--- src/rtl/i2s_rx.sv ---
// I2S receiver for a single-slot microphone: generates the bit clock and word
// select, captures one channel MSB first, and offers each word on a valid/ready port.
module i2s_rx #(
    parameter int CLK_FREQ     = 100_000_000,
    parameter int I2S_CLK_FREQ = 1_500_000,
    parameter int DATA_SIZE    = 24,
    parameter int CHANNEL      = 0
) (
    input  logic                 clk,
    input  logic                 rst,
    input  logic                 enable,
    output logic                 i2s_clk,
    output logic                 i2s_ws,
    input  logic                 i2s_sd,
    output logic [DATA_SIZE-1:0] sample_data,
    output logic                 sample_valid,
    input  logic                 sample_ready,
    output logic                 overflow,
    output logic [15:0]          drop_count
);

    localparam int HALF_DIV = CLK_FREQ / (2 * I2S_CLK_FREQ);
    localparam int DIV_W    = $clog2(HALF_DIV);
    localparam int SHIFT_W  = (DATA_SIZE > 1) ? DATA_SIZE - 1 : 1;
    localparam logic [DIV_W-1:0] DIV_LAST  = DIV_W'(HALF_DIV - 1);
    localparam logic [4:0]       LAST_SLOT = 5'(DATA_SIZE);
    localparam logic             CH_BIT    = 1'(CHANNEL);

    if (HALF_DIV < 4) begin : g_half_div_check
        $error("i2s_rx: HALF_DIV must be at least 4");
    end
    if (DATA_SIZE < 1 || DATA_SIZE > 31) begin : g_data_size_check
        $error("i2s_rx: DATA_SIZE must be within 1..31");
    end

    logic               sd_m;
    logic               sd_s;
    logic [DIV_W-1:0]   div_cnt;
    logic [5:0]         bit_cnt;
    logic [5:0]         bit_cnt_inc;
    logic [4:0]         slot;
    logic [SHIFT_W-1:0] shift;
    logic [DATA_SIZE-1:0] word;
    logic tick;
    logic rise_ev;
    logic fall_ev;
    logic capture;
    logic complete;
    logic xfer;

    assign slot        = bit_cnt[4:0];
    assign bit_cnt_inc = bit_cnt + 6'd1;
    assign tick        = enable && (div_cnt == DIV_LAST);
    assign rise_ev     = tick && !i2s_clk;
    assign fall_ev     = tick && i2s_clk;
    assign capture     = rise_ev && (bit_cnt[5] == CH_BIT) && (slot != 5'd0) && (slot <= LAST_SLOT);
    assign complete    = capture && (slot == LAST_SLOT);

    // Handshake: a word moves downstream in any cycle where sample_valid and
    // sample_ready are both high; sample_data is frozen while valid waits for ready.
    assign xfer = sample_valid && sample_ready;

    // The word presented on completion includes the bit being captured right now.
    if (DATA_SIZE > 1) begin : g_wide
        assign word = {shift, sd_s};
    end else begin : g_narrow
        assign word = sd_s;
    end

    always_ff @(posedge clk) begin
        if (rst) begin
            sd_m <= 1'b0;
            sd_s <= 1'b0;
        end else begin
            sd_m <= i2s_sd;
            sd_s <= sd_m;
        end
    end

    always_ff @(posedge clk) begin
        if (rst || !enable) begin
            div_cnt <= '0;
            i2s_clk <= 1'b0;
            bit_cnt <= '0;
            i2s_ws  <= 1'b0;
            shift   <= '0;
        end else begin
            if (tick) begin
                div_cnt <= '0;
                i2s_clk <= ~i2s_clk;
            end else begin
                div_cnt <= div_cnt + DIV_W'(1);
            end
            if (fall_ev) begin
                bit_cnt <= bit_cnt_inc;
                i2s_ws  <= bit_cnt_inc[5];
            end
            if (capture) begin
                shift <= word[SHIFT_W-1:0];
            end
        end
    end

    // A completed word loads when the holding register is empty or being
    // emptied this cycle; otherwise it is dropped and counted.
    always_ff @(posedge clk) begin
        if (rst) begin
            sample_data  <= '0;
            sample_valid <= 1'b0;
            overflow     <= 1'b0;
            drop_count   <= '0;
        end else if (complete && (!sample_valid || xfer)) begin
            sample_data  <= word;
            sample_valid <= 1'b1;
        end else if (complete) begin
            overflow <= 1'b1;
            if (drop_count != 16'hFFFF) begin
                drop_count <= drop_count + 16'd1;
            end
        end else if (xfer) begin
            sample_valid <= 1'b0;
        end
    end

endmodule
--- config.mk ---
export PLATFORM = sky130hd
export DESIGN_NAME = i2s_rx
export DESIGN_NICKNAME = d
export VERILOG_FILES = /design/src/rtl/i2s_rx.sv
export SDC_FILE = /design/constraint.sdc
export NUM_CORES = 1
export LEC_CHECK = 0
export CAP_MARGIN = 20
export CORE_ASPECT_RATIO = 1.5
export CORE_MARGIN = 2
export CORE_UTILIZATION = 30
export CTS_CLUSTER_SIZE = 12
export DETAILED_ROUTE_END_ITERATION = 6
export GPL_TIMING_DRIVEN = 0
export PLACE_DENSITY = 0.55
export SLEW_MARGIN = 20
export SYNTH_ARGS = -nofsm -noshare
export SYNTH_HDL_FRONTEND = slang
export SYNTH_SLANG_ARGS = --single-unit
--- constraint.sdc ---
create_clock -name clk -period 2.2 [get_ports clk]
set_input_delay 0.44 -clock clk [delete_from_list [all_inputs] [get_ports clk]]
set_output_delay 0.44 -clock clk [all_outputs]
set_load 0.005 [all_outputs]
Word-level counts from Yosys, hierarchy flattened
Index checks and enable logic that the tools add are counted.
W data, S select, Z words.

cells by class
  add/subtract/negate cells = 3
  order comparisons = 1
  eq/ne operators = 4
  muxes and demuxes = 3
  bitwise gates (word level) = 3
  reduce and logical (&&, ||, !) cells = 20

operator list
  operator                 count
  $add A16 B1 Y16 const B  1
  $ne A16 B16 Y1 const B   1
  $add A6 B1 Y6 const B    2
  $logic_and A1 B1 Y1      9
  $eq A6 B6 Y1 const B     1
  $eq A5 B5 Y1 const B     1
  $le A5 B5 Y1 const B     1
  $reduce_bool A5 Y1       1
  $reduce_and A2 Y1        2
  $logic_not A1 Y1         3
  $mux W1                  3
  $not A1 Y1               3
  $reduce_and A3 Y1        1
  $logic_or A1 B1 Y1       2
  $ne A2 B1 Y1 const B     1
  $reduce_bool A2 Y1       1
  $reduce_or A2 Y1         1

storage, ports and cells
  flip-flop bits (word level) = 81
  input bits = 5
  logic and storage cells = 45

Depth between registers and ports, before layout
Gate-level depths: netlist of the first run.

  word-level depth = 10
  gate-level depth with buffers = 8
  gate-level depth less buffers = 6

Least setup slack after synthesis of the first run
OpenSTA, ideal clock, no wires.

  path kind = register to register
  start = reg div_cnt[2]
  end = reg drop_count[6]
  library setup time = 121 ps
  arrival time = 1784 ps
  data required time = 2079 ps
  path slack = 295 ps
  cell stages (with the launch flop) = 6
  path buffers = 1
  cell sequence = dfxtp_1 -> nor4b_4 -> nand4_2 -> buf_2 -> nor4b_1 -> mux2_2

on the way
  word-level cells in the longest chain between the ends = 10

RTL lines
  what                                    RTL line  source
  start, declared                         38        logic [DIV_W-1:0] div_cnt;
  start signal, assigned                  92        div_cnt <= div_cnt + DIV_W'(1);
  $eq A6 B6 Y1 (*)                        53        assign tick = enable && (div_cnt == DIV_LAST);
  $logic_and A1 B1 Y1 (*)                 53
  $logic_and A1 B1 Y1 (*)                 54        assign rise_ev = tick && !i2s_clk;
  $logic_and A1 B1 Y1 (*) (3 in a row)    56        assign capture = rise_ev && (bit_cnt[5] == CH_BIT) && (slot != 5'd0) && (slot <= LAST_SLOT);
  $logic_and A1 B1 Y1 (*)                 57        assign complete = capture && (slot == LAST_SLOT);
  $logic_and A1 B1 Y1                     112       end else if (complete && (!sample_valid || xfer)) begin
  $not A1 Y1 (no source line)             -
  $reduce_and A3 Y1 (no source line) (*)  -
  end signal, assigned                    118       drop_count <= drop_count + 16'd1;
  end, declared                           19        output logic [15:0] drop_count

Every way passes the cells marked *; elsewhere a longest branch is shown, timed or not.
A chain may end at the register's enable or synchronous reset.

Final worst setup path of the first run
  start = in enable
  end = reg drop_count[8]

on the way
  word-level cells in the longest chain between the ends = 9

RTL lines
  what                                    RTL line  source
  start, declared                         11        input logic enable,
  $logic_and A1 B1 Y1 (*)                 53
  $logic_and A1 B1 Y1 (*)                 54
  $logic_and A1 B1 Y1 (*) (3 in a row)    56
  $logic_and A1 B1 Y1 (*)                 57
  $logic_and A1 B1 Y1                     112
  $not A1 Y1 (no source line)             -
  $reduce_and A3 Y1 (no source line) (*)  -

Marks and branches as above.

==> flow_summary_export.csv, run 1 <==
group,metric,value,unit
status,status,"finished, final reports clean",
logic_synthesis,synth.top_cells.by_count,"80 x dfxtp_1, 41 x nor2_1, 38 x a21oi_1",
logic_synthesis,syn_inst,370,
logic_synthesis,synth.avg_cell_area,9.05,um^2
sta,drv_slew,0,
sta,hold_ws,0.447,ns
finish,area_delta_synth_final,31.1,%
place,dp_hpwl,5580,um
floorplan,die_w,90.3,um
logic_synthesis,synth_area_leader_cell,"dfxtp_1",
logic_synthesis,syn_nets,380,
logic_synthesis,ys_top_cells_by_area,"dfxtp_1 48%, mux2i_1 7.8%, a21oi_1 5.7%",
floorplan,core-area,0.0109,mm^2
power_and_ir_drop,peakVddDrop,0.428,mV
sta,slew_headroom,66.3,%
run,maxCapViolCount,0,
logic_synthesis,synth_area,0.00335,mm^2
critical_path,start_kind,"input port",
cts,cts_hold_buf,0,
cts,clkSinkCount,80,
route,wire_per_inst,13.7,um
logic_synthesis,synthFlopType,"dfxtp_1",
cts,tritoncts,"yes",
sta,setup_viol,0,
finish,antennaDiodeCount,0,
hold_path,hold_path.class,"reg -> reg",
logic_synthesis,synth_cell_type_count,35,
route,first_pass_iters,4,
critical_path,critPathMaxFanout,10,
finish,multi_input_area,0.00167,mm^2
place,io_buffers,48,
cts,insertion_delay,0.34,ns
power_and_ir_drop,power_density,686,mW/mm^2
global_routing,grt_overflow,0,
place,routabilityCongestion,0.815,
critical_path,crit_arrival,2.35,ns
logic_synthesis,async_flop_share,0,%
logic_synthesis,yosys_warnings,0,
sta,fmax,471,MHz
logic_synthesis,synth-seq-area-share,47.8,%
logic_synthesis,netlist.area_leader.share,47.8,%
critical_path,crit_type,"in -> reg",
power_and_ir_drop,total_power,3.01,mW
finish,seq_area,0.00160,mm^2
sta,grt_setup_unrepaired,"yes",
sta,min_period,2.12,ns
global_routing,grt_pass1_wl,13400,um
route,drt-total-wl,7980,um
finish,drive_gt1_share,9.38,%
cts,root_buffer,"clkbuf_16",
floorplan,die_area,0.0120,mm^2
cts,clk_pin_slew,0.06,ns
finish,fillers,1155,
floorplan,start_util,30.6,%
route,drtIter0Drc,129,
sta,setup_ws,0.0754,ns
sta,hold_viol_final,0,
power_and_ir_drop,power.leakage,1.62,nW
route,via_count,2900,
critical_path,critPathRequiredTime,2.43,ns
floorplan,rows,47,
sta,worst_slew_pin_slew,0.506,ns
route,viasPerCell,4.97,
route,post-route-drc-count,0,
finish,utilization,40.1,%
global_routing,grt_max_degree,14,
finish,fin_nets,442,
floorplan,die_y,133,um
cts,numCtsBuffers,9,
cts,htreeDepth,3,
route,ant_nets,0,
global_routing,antenna_found_initial,0,
logic_synthesis,synth_seq_cells,80,
critical_path,end_kind,"flop",
place,post-place-ws,-0.402,ns
cts,cts.path.max_buffers,2,
global_routing,grt_pass1_vias,2885,
logic_synthesis,synth_most_common_cell,"dfxtp_1",
sta,finClkSkew,0.00649,ns
floorplan,ios,49,
global_routing,grt_usage,13.7,%
sta,min_period_over_period,96.6,%
logic_synthesis,synth_edf_count,0,
==> flip-flops by register name, indices dropped and copies added (netlist names), 5 cells and up <==
signal       flops
shift           23
bit_cnt          5
sample_data     24
drop_count      16
div_cnt          6
==> layout by cell type (no fill, tap or decap), types with 2 or more instances in the layout <==
master,n
ha_1,5
mux2i_1,25
clkbuf_16,9
clkbuf_4,2
nand3_1,33
nor2b_1,9
and2_1,4
xnor2_1,3
a21oi_1,38
nand2_1,9
nor2_1,41
and3_1,5
buf_4,4
nand2b_1,2
o31ai_1,8
nor3_1,2
clkbuf_1,17
clkinv_2,2
o21ai_0,27
or3_1,3
clkdlybuf4s50_1,48
buf_2,3
and4_1,4
nand4_1,9
nor4_1,3
xor2_1,4
dfxtp_1,78
clkbuf_2,2
mux2_2,5
or4_1,9
inv_1,6
dfxtp_2,2
==> per-stage QoR <==
step	std cells	TNS (ns)	area, um^2
detailed placement	565	-12.56	4010
finish	584	0	4390
floorplan	370	0	3350
global route	584	-0.0164	4390
CTS	582	0	4340
global placement	565	-11.92	4010
==> layer usage <==
layer  share of wire, %  up-vias  global-route usage, %
met4                2.0        0                   7.09
met5                  0        -                      0
met1                 43     1375                   15.7
li1                   -     1449                      -
met2                 50       63                   23.4
met3                4.3       13                   3.45
==> worst paths after layout <==
path	start	end	slack, ns	depth (start not counted)
setup / recovery	enable	drop_count[8]$_SDFFE_PP0P_	0.08	6
hold / removal	sd_m$_SDFF_PP0_	sd_s$_SDFF_PP0_	0.45	1
setup reg to reg	bit_cnt[0]$_SDFFE_PP0P_	drop_count[8]$_SDFFE_PP0P_	0.16	7
hold reg to reg	sd_m$_SDFF_PP0_	sd_s$_SDFF_PP0_	0.45	1
==> logic make-up (layout without fill, tap and decap cells) <==
logic type,after synthesis,count (layout),synth area share (%)
AOI/OAI and AO/OA,77,77,12.6
xor gates and xnor gates,7,7,1.83
adders and majority gates,5,5,1.87
buffers and inverters,30,97,3.59
DFF,80,80,47.8
muxes,31,31,9.45
and+or+nand+nor,140,140,22.9
==> where the power goes <==
group	leakage (nW)	internal (mW)	total, mW	switching (mW)
registers	0.646	1.45	1.45	0.00224
clock network	0.145	0.908	1.50	0.596
logic	0.831	0.0170	0.0536	0.0366
total	1.62	2.38	3.01	0.635
==> critical path, cell delays in order <==
cell and delay [ns]:
clkdlybuf4s50_1 0.53, and4bb_2 0.34, nand4_4 0.14, buf_4 0.20
nor4_1 0.32, mux2_2 0.37
==> timing repair <==
item                                    4_1_cts  5_1_grt
endpoints found under the setup margin       14       54
endpoints found under the hold margin         0        0
gates resized for setup                       4       11
pin swaps                                     0        3
setup buffers                                 1        2
==> layout make-up <==
| type | count | area share, % |
|---|---|---|
| Multi-Input combinational cell | 260 | 38.0 |
| Inverter | 6 | 0.513 |
| Buffer | 24 | 2.45 |
| Clock buffer | 11 | 5.53 |
| Sequential cell | 80 | 36.6 |
| Tap cell | 147 | 4.19 |
| Clock inverter | 5 | 1.28 |
| Timing Repair Buffer | 51 | 11.5 |
Power figures use the tool's default switching activity.
==> run 2: changes to the inputs <==
--- a/config.mk
+++ b/config.mk
@@ -5,6 +5,7 @@
 export SDC_FILE = /design/constraint.sdc
 export NUM_CORES = 1
 export LEC_CHECK = 0
+export ABC_CLOCK_PERIOD_IN_PS = 2200
 export CAP_MARGIN = 20
 export CORE_ASPECT_RATIO = 1.5
 export CORE_MARGIN = 2
==> constraint.sdc (replaced) <==
create_clock -name clk -period 2.2 [get_ports clk]
set_input_delay 0.44 -clock clk [delete_from_list [all_inputs] [get_ports clk]]
set_output_delay 0.44 -clock clk [all_outputs]
set_load 0.02 [all_outputs]
==> results of run 2 <==
Final layout, timing and power as in run 1 (identical DEF).
